===== config.mk =====
export PLATFORM = sky130hd
export DESIGN_NAME = keypad_matrix_scanner
export DESIGN_NICKNAME = d
export VERILOG_FILES = /design/src/rtl/keypad_pkg.sv /design/src/rtl/keypad_tick_gen.sv /design/src/rtl/keypad_matrix_scanner.sv
export SDC_FILE = /design/constraint.sdc
export NUM_CORES = 1
export LEC_CHECK = 0
export CAP_MARGIN = 20
export CORE_ASPECT_RATIO = 1.25
export CORE_MARGIN = 2
export CORE_UTILIZATION = 45
export CTS_CLUSTER_DIAMETER = 150
export CTS_CLUSTER_SIZE = 30
export DETAILED_ROUTE_END_ITERATION = 8
export GPL_TIMING_DRIVEN = 0
export PLACE_DENSITY = 0.68
export SETUP_SLACK_MARGIN = 0.4
export SLEW_MARGIN = 20
export SYNTH_ARGS = -nofsm -noshare
export SYNTH_HDL_FRONTEND = slang
export SYNTH_SLANG_ARGS = --single-unit

===== constraint.sdc =====
create_clock -name clk -period 2 [get_ports clk]
set_input_delay 0.3 -clock clk [delete_from_list [all_inputs] [get_ports clk]]
set_output_delay 0.3 -clock clk [all_outputs]
set_load 0.05 [all_outputs]

===== src/rtl/keypad_pkg.sv =====
// Shared types and helpers for the keypad matrix scanner: FSM states,
// key-code width and the lowest-column priority encoder.
package keypad_pkg;

  typedef enum logic [1:0] {
    ST_SCAN,
    ST_DEBOUNCE,
    ST_PRESSED,
    ST_RELEASE
  } scan_state_t;

  function automatic int key_width(input int rows, input int cols);
    return $clog2(rows * cols);
  endfunction

  // Lowest set bit wins, so the lowest-numbered pressed column is reported.
  function automatic logic [3:0] lowest_set_index(input logic [15:0] vec);
    logic [3:0] idx;
    idx = '0;
    for (int i = 15; i >= 0; i--) begin
      if (vec[i]) idx = i[3:0];
    end
    return idx;
  endfunction

endpackage


===== src/rtl/keypad_tick_gen.sv =====
// Free-running divider producing a one-clk scan tick every CLK_DIV cycles.
module keypad_tick_gen #(
  parameter int CLK_DIV = 65536
) (
  input  logic clk,
  input  logic reset,
  output logic tick
);

  localparam int CW = $clog2(CLK_DIV);

  logic [CW-1:0] count;

  always_ff @(posedge clk) begin
    if (reset) begin
      count <= '0;
    end else if (count == CW'(CLK_DIV - 1)) begin
      count <= '0;
    end else begin
      count <= count + CW'(1);
    end
  end

  assign tick = (count == CW'(CLK_DIV - 1));

endmodule


===== src/rtl/keypad_matrix_scanner.sv =====
// ROWS x COLS keypad scanner with per-key debounce, typematic repeat,
// multi-key flag and a single-entry valid/ready event register.
module keypad_matrix_scanner
  import keypad_pkg::*;
#(
  parameter int ROWS         = 4,
  parameter int COLS         = 4,
  parameter int CLK_DIV      = 65536,
  parameter int DEBOUNCE     = 4,
  parameter int REPEAT_DELAY = 0,
  parameter int REPEAT_RATE  = 8,
  localparam int KW          = key_width(ROWS, COLS)
) (
  input  logic            clk,
  input  logic            reset,
  input  logic [COLS-1:0] col_n,
  output logic [ROWS-1:0] row_n,
  output logic [KW-1:0]   key_code,
  output logic            key_valid,
  output logic            multi_key,
  output logic            evt_valid,
  input  logic            evt_ready,
  output logic [KW-1:0]   evt_code,
  output logic            evt_repeat,
  output logic            overflow,
  input  logic            ovf_clr
);

  localparam int RIW     = $clog2(ROWS);
  localparam int CIW     = $clog2(COLS);
  localparam int DW      = $clog2(DEBOUNCE + 1);
  localparam int REP_MAX = (REPEAT_DELAY > REPEAT_RATE) ? REPEAT_DELAY : REPEAT_RATE;
  localparam int PW      = $clog2(REP_MAX + 1);

  logic [COLS-1:0] col_meta, col_sync, col_pressed;
  logic [15:0]     pressed_ext;
  logic            tick, any_pressed, multi_now, rep_hit, rep_armed;
  logic [CIW-1:0]  low_col, lat_col;
  logic [RIW-1:0]  row_idx, next_row;
  logic [DW-1:0]   cnt;
  logic [PW-1:0]   rep_cnt;
  logic [KW-1:0]   cur_code, new_code;
  logic            new_evt, new_repeat;
  scan_state_t     state;

  keypad_tick_gen #(.CLK_DIV(CLK_DIV)) u_tick (
    .clk   (clk),
    .reset (reset),
    .tick  (tick)
  );

  always_ff @(posedge clk) begin
    if (reset) begin
      col_meta <= '1;
      col_sync <= '1;
    end else begin
      col_meta <= col_n;
      col_sync <= col_meta;
    end
  end

  always_comb begin
    col_pressed              = ~col_sync;
    pressed_ext              = '0;
    pressed_ext[COLS-1:0]    = col_pressed;
    any_pressed              = |col_pressed;
    low_col                  = CIW'(lowest_set_index(pressed_ext));
    multi_now                = ($countones(col_pressed) > 1);
    next_row                 = (row_idx == RIW'(ROWS - 1)) ? '0 : row_idx + RIW'(1);
    cur_code                 = KW'(int'(row_idx) * COLS + int'(lat_col));
    // First repeat waits REPEAT_DELAY held ticks, later ones REPEAT_RATE.
    rep_hit = 1'b0;
    if (REPEAT_DELAY != 0) begin
      rep_hit = rep_armed ? (rep_cnt == PW'(REPEAT_RATE - 1))
                          : (rep_cnt == PW'(REPEAT_DELAY - 1));
    end
  end

  always_ff @(posedge clk) begin
    if (reset) begin
      state      <= ST_SCAN;
      row_idx    <= '0;
      row_n      <= ~ROWS'(1);
      lat_col    <= '0;
      cnt        <= '0;
      rep_cnt    <= '0;
      rep_armed  <= 1'b0;
      key_code   <= '0;
      key_valid  <= 1'b0;
      multi_key  <= 1'b0;
      new_evt    <= 1'b0;
      new_code   <= '0;
      new_repeat <= 1'b0;
    end else begin
      new_evt <= 1'b0;
      if (tick) begin
        case (state)
          ST_SCAN: begin
            if (any_pressed) begin
              lat_col <= low_col;
              cnt     <= DW'(1);
              state   <= ST_DEBOUNCE;
            end else begin
              row_idx <= next_row;
              row_n   <= ~(ROWS'(1) << next_row);
            end
          end
          ST_DEBOUNCE: begin
            if (any_pressed && low_col == lat_col) begin
              if (int'(cnt) + 1 >= DEBOUNCE) begin
                state      <= ST_PRESSED;
                key_valid  <= 1'b1;
                key_code   <= cur_code;
                multi_key  <= multi_now;
                rep_cnt    <= '0;
                rep_armed  <= 1'b0;
                new_evt    <= 1'b1;
                new_code   <= cur_code;
                new_repeat <= 1'b0;
              end else begin
                cnt <= cnt + DW'(1);
              end
            end else begin
              state   <= ST_SCAN;
              row_idx <= next_row;
              row_n   <= ~(ROWS'(1) << next_row);
            end
          end
          ST_PRESSED: begin
            if (any_pressed) begin
              multi_key <= multi_now;
              if (REPEAT_DELAY != 0) begin
                if (rep_hit) begin
                  rep_cnt    <= '0;
                  rep_armed  <= 1'b1;
                  new_evt    <= 1'b1;
                  new_code   <= key_code;
                  new_repeat <= 1'b1;
                end else begin
                  rep_cnt <= rep_cnt + PW'(1);
                end
              end
            end else begin
              cnt   <= DW'(1);
              state <= ST_RELEASE;
            end
          end
          ST_RELEASE: begin
            if (!any_pressed) begin
              if (int'(cnt) + 1 >= DEBOUNCE) begin
                state     <= ST_SCAN;
                row_idx   <= next_row;
                row_n     <= ~(ROWS'(1) << next_row);
                key_valid <= 1'b0;
                multi_key <= 1'b0;
              end else begin
                cnt <= cnt + DW'(1);
              end
            end else begin
              state <= ST_PRESSED;
            end
          end
          default: state <= ST_SCAN;
        endcase
      end
    end
  end

  // A handshake in the same cycle frees the slot, so a coincident event is not an overflow.
  always_ff @(posedge clk) begin
    if (reset) begin
      evt_valid  <= 1'b0;
      evt_code   <= '0;
      evt_repeat <= 1'b0;
      overflow   <= 1'b0;
    end else begin
      if (new_evt && (!evt_valid || evt_ready)) begin
        evt_valid  <= 1'b1;
        evt_code   <= new_code;
        evt_repeat <= new_repeat;
      end else if (evt_valid && evt_ready) begin
        evt_valid <= 1'b0;
      end
      if (new_evt && evt_valid && !evt_ready) begin
        overflow <= 1'b1;
      end else if (ovf_clr) begin
        overflow <= 1'b0;
      end
    end
  end

endmodule


==> impl_metrics.env <==
export IMPL_rsz0062_at_grt="true"
export IMPL_dp_hpwl_um=3130
export IMPL_ys_top_cells_by_count="dfxtp_1 (50), nor2_1 (37), nand2_1 (12)"
export IMPL_chipWidth_um=68.3
export IMPL_finalWirelength_um=4730
export IMPL_synthesis_area_mm2=0.00233
export IMPL_grt_max_degree=15
export IMPL_crit_buf_inv=2
export IMPL_cp_depth=4
export IMPL_hold_class="reg -> reg"
export IMPL_via_count=1947
export IMPL_yosys_area_top_type="dfxtp_1"
export IMPL_slew_viol_final=0
export IMPL_route_detailed_drc=0
export IMPL_tightest_slew_ns=0.613
export IMPL_cp_slowest_cell="clkbuf_1"
export IMPL_crit_fanout=10
export IMPL_antennaDiodeCount=0
export IMPL_rrSetupSlack_ns=-0.03
export IMPL_design_area_mm2=0.00304
export IMPL_die_area_mm2=0.00577
export IMPL_arrival_ns=2.22
export IMPL_dp_cells=340
export IMPL_syn_nets=272
export IMPL_setup_tns_final_ns=-0.0514
export IMPL_layout_nets=316
export IMPL_drive_above_1_share=0.233
export IMPL_ios=25
export IMPL_crit_path_start="state[1]"
export IMPL_fp_dieH_um=84.4
export IMPL_synth_top_cells_by_area="dfxtp_1 (43%), nor2_1 (6.0%), mux2i_1 (4.3%)"
export IMPL_syn_inst=256
export IMPL_gp_congestion=0.898
export IMPL_p_leak_nw=1.21
export IMPL_fin_crit_sh=1.01
export IMPL_ir_drop_v=0.000357
export IMPL_fp_row_count=29
export IMPL_required_ns=2.19
export IMPL_htreeDepth=2
export IMPL_end_kind="register"
export IMPL_critical_path_endpoint="row_n[0]"
export IMPL_multi_input_area_mm2=0.00140
export IMPL_cp_slowest_stage_delay_ns=0.41
export IMPL_max_cap_violations=0
export IMPL_cts_inserted_buffers=5
export IMPL_layout_min_cycle_time_ns=2.03
export IMPL_status="finished, violations left"
export IMPL_start_kind="register"
export IMPL_syn_avg_cell_area_um2=9.09
export IMPL_synth_top_family_by_area="simple AND/OR/NAND/NOR gates"
export IMPL_failed_checks="setup timing"
export IMPL_fmax_mhz=493
export IMPL_synth_adder_area_share=0.0462
export IMPL_core_mm2=0.00504
export IMPL_power_mw=1.89
export IMPL_first_pass_iters=5
export IMPL_cts_tree="built"
export IMPL_worst_slack_ns=-0.0269
export IMPL_io_buffers=22
export IMPL_skew_ns=0.00801
export IMPL_area_growth_pct=30.5
export IMPL_worstPathCellList="clkbuf_1, clkinvlp_4, a211oi_4, mux2_2"
export IMPL_placed_cell_area_mm2=0.00268
export IMPL_antenna_left=0
export IMPL_yosys_warnings=0
export IMPL_grt_usage=0.177
export IMPL_synthFlopType="dfxtp_1"
export IMPL_ys_types=51
export IMPL_grt_pass1_vias=1803
export IMPL_seq_area_frac_synth=0.430
export IMPL_cts_sinks=50
export IMPL_drt_initial_drc_count=105
export IMPL_wl_per_cell_um=13.1
export IMPL_synth_edf_count=0
export IMPL_synth_seq_cells=50
export IMPL_cpLargestDelayFamily="buffers and inverters"
export IMPL_final_cells=362
export IMPL_grt_pass1_wl_um=7920
export IMPL_final_hold_violation_count=0
export IMPL_synth_xor_xnor_area_share=0.0527
export IMPL_synth_top_area_share=0.430
export IMPL_fill_cells=432
export IMPL_synthSimpleGateAreaFrac=0.245
export IMPL_synth_most_common_cell="dfxtp_1"
export IMPL_cts_hold_buf=0
export IMPL_timing_worst_setup_path_type="reg -> reg"
export IMPL_async_reset_ff_frac=0
export IMPL_reg2reg_to="row_n[0]"
export IMPL_setup_violations=2
export IMPL_hold_slack_ns=0.411
export IMPL_synth_compound_area_frac=0.134
export IMPL_slew_headroom=0.586
export IMPL_clk_pin_slew_ns=0.09
export IMPL_r2r_start="state[1]"
export IMPL_cts_root_buffer="clkbuf_8"
export IMPL_power_density_mw_per_mm2=622
export IMPL_ff_latch_area_mm2=0.00102
export IMPL_clockBufferDepth=2
export IMPL_start_util=0.461
export IMPL_reg2regPathDepth=4
export IMPL_overflow=0
export IMPL_synth_area_mux_share=0.0527
export IMPL_antenna_found_initial=0
export IMPL_viasPerCell=5.38
export IMPL_insertion_delay_ns=0.30
-- state kept, by name, indices dropped and copies added (netlist names), 2 cells and up --
signal        count
new_code          4
u_tick.count     16
state             2
cnt               3
lat_col           2
evt_code          4
col_meta          4
col_sync          4
row_idx           2
row_n             4
-- worst register-to-register path, stage by stage (launching register included) --
cell and delay [ns]:
dfxtp_1 0.32, clkbuf_1 0.41, clkinvlp_4 0.40, a211oi_4 0.41, mux2_2 0.37
-- where the power goes --
part	total, mW	internal, mW	switching [mW]
combinational	0.157	0.0738	0.0829
clock	0.717	0.400	0.317
sequential	1.02	1.01	0.0105
-- cell families after synthesis --
kind of cell | Yosys count
multiplexers | 12
AO/OA/AOI/OAI | 41
XOR/XNOR | 14
other | 1
flip-flops | 50
AND/OR/NAND/NOR | 108
buffers and inverters | 22
adder cells (fa/ha/maj) | 8
-- worst min path at each step --
stage | start | to | slack (ns) | depth (start not counted)
CTS | col_meta[0] | col_sync[0] | 0.41 | 1
floorplan | col_meta[1] | col_sync[1] | 0.39 | 1
detailed placement | col_meta[3] | col_sync[3] | 0.39 | 1
global placement | col_meta[1] | col_sync[1] | 0.39 | 1
global route | col_meta[0] | col_sync[0] | 0.43 | 1
finish | col_meta[0] | col_sync[0] | 0.41 | 1
-- metal layers --
metal | vias up | track usage | wire, um
li1 | 972 | - | -
met1 | 915 | 0.223 | 2070
met2 | 47 | 0.282 | 2310
met3 | 13 | 0.0416 | 244
met4 | 0 | 0.0782 | 104
met5 | - | 0 | 0
-- area by class of cell --
type,instances,share of cell area
clock inverter,1,0.00988
buffer,13,0.0218
sequential,50,0.334
clock buffer,6,0.0272
inverter,9,0.0124
timing repair buffer,37,0.108
tap,62,0.0255
multi-input combinational,184,0.461
-- stage by stage --
| step | util | setup WS, ns |
|---|---|---|
| after global placement | 0.532 | -0.138 |
| after floorplan | - | 0.0490 |
| after CTS | 0.586 | 0.0246 |
| after global routing | 0.602 | -0.0980 |
| after detailed placement | 0.532 | -0.132 |
| final | 0.602 | -0.0269 |
-- cells in the final DEF (no fill, tap or decap), types with 3 or more instances in the layout --
| master | n |
|---|---|
| dlygate4sd2_1 | 16 |
| nand4_1 | 9 |
| a21oi_1 | 10 |
| clkdlybuf4s50_1 | 6 |
| mux2i_1 | 10 |
| dfxtp_1 | 42 |
| clkbuf_1 | 10 |
| buf_4 | 12 |
| nand2_1 | 10 |
| nand2b_1 | 7 |
| and3_1 | 3 |
| nand3_1 | 5 |
| nor3_1 | 4 |
| o31ai_1 | 3 |
| o21ai_0 | 6 |
| ha_1 | 5 |
| or2_2 | 8 |
| clkbuf_8 | 7 |
| nor2_1 | 37 |
| xnor2_1 | 6 |
| a211oi_4 | 3 |
| buf_6 | 4 |
| dfxtp_2 | 6 |
| inv_1 | 8 |
| nor2b_1 | 7 |
| xor2_1 | 8 |
-- what timing repair did --
action	in CTS	in global routing
endpoints found under the setup margin	45	29
gates resized for setup	34	14
setup buffers	14	1
pin swaps	14	3
(Power assumes the default switching activity.)
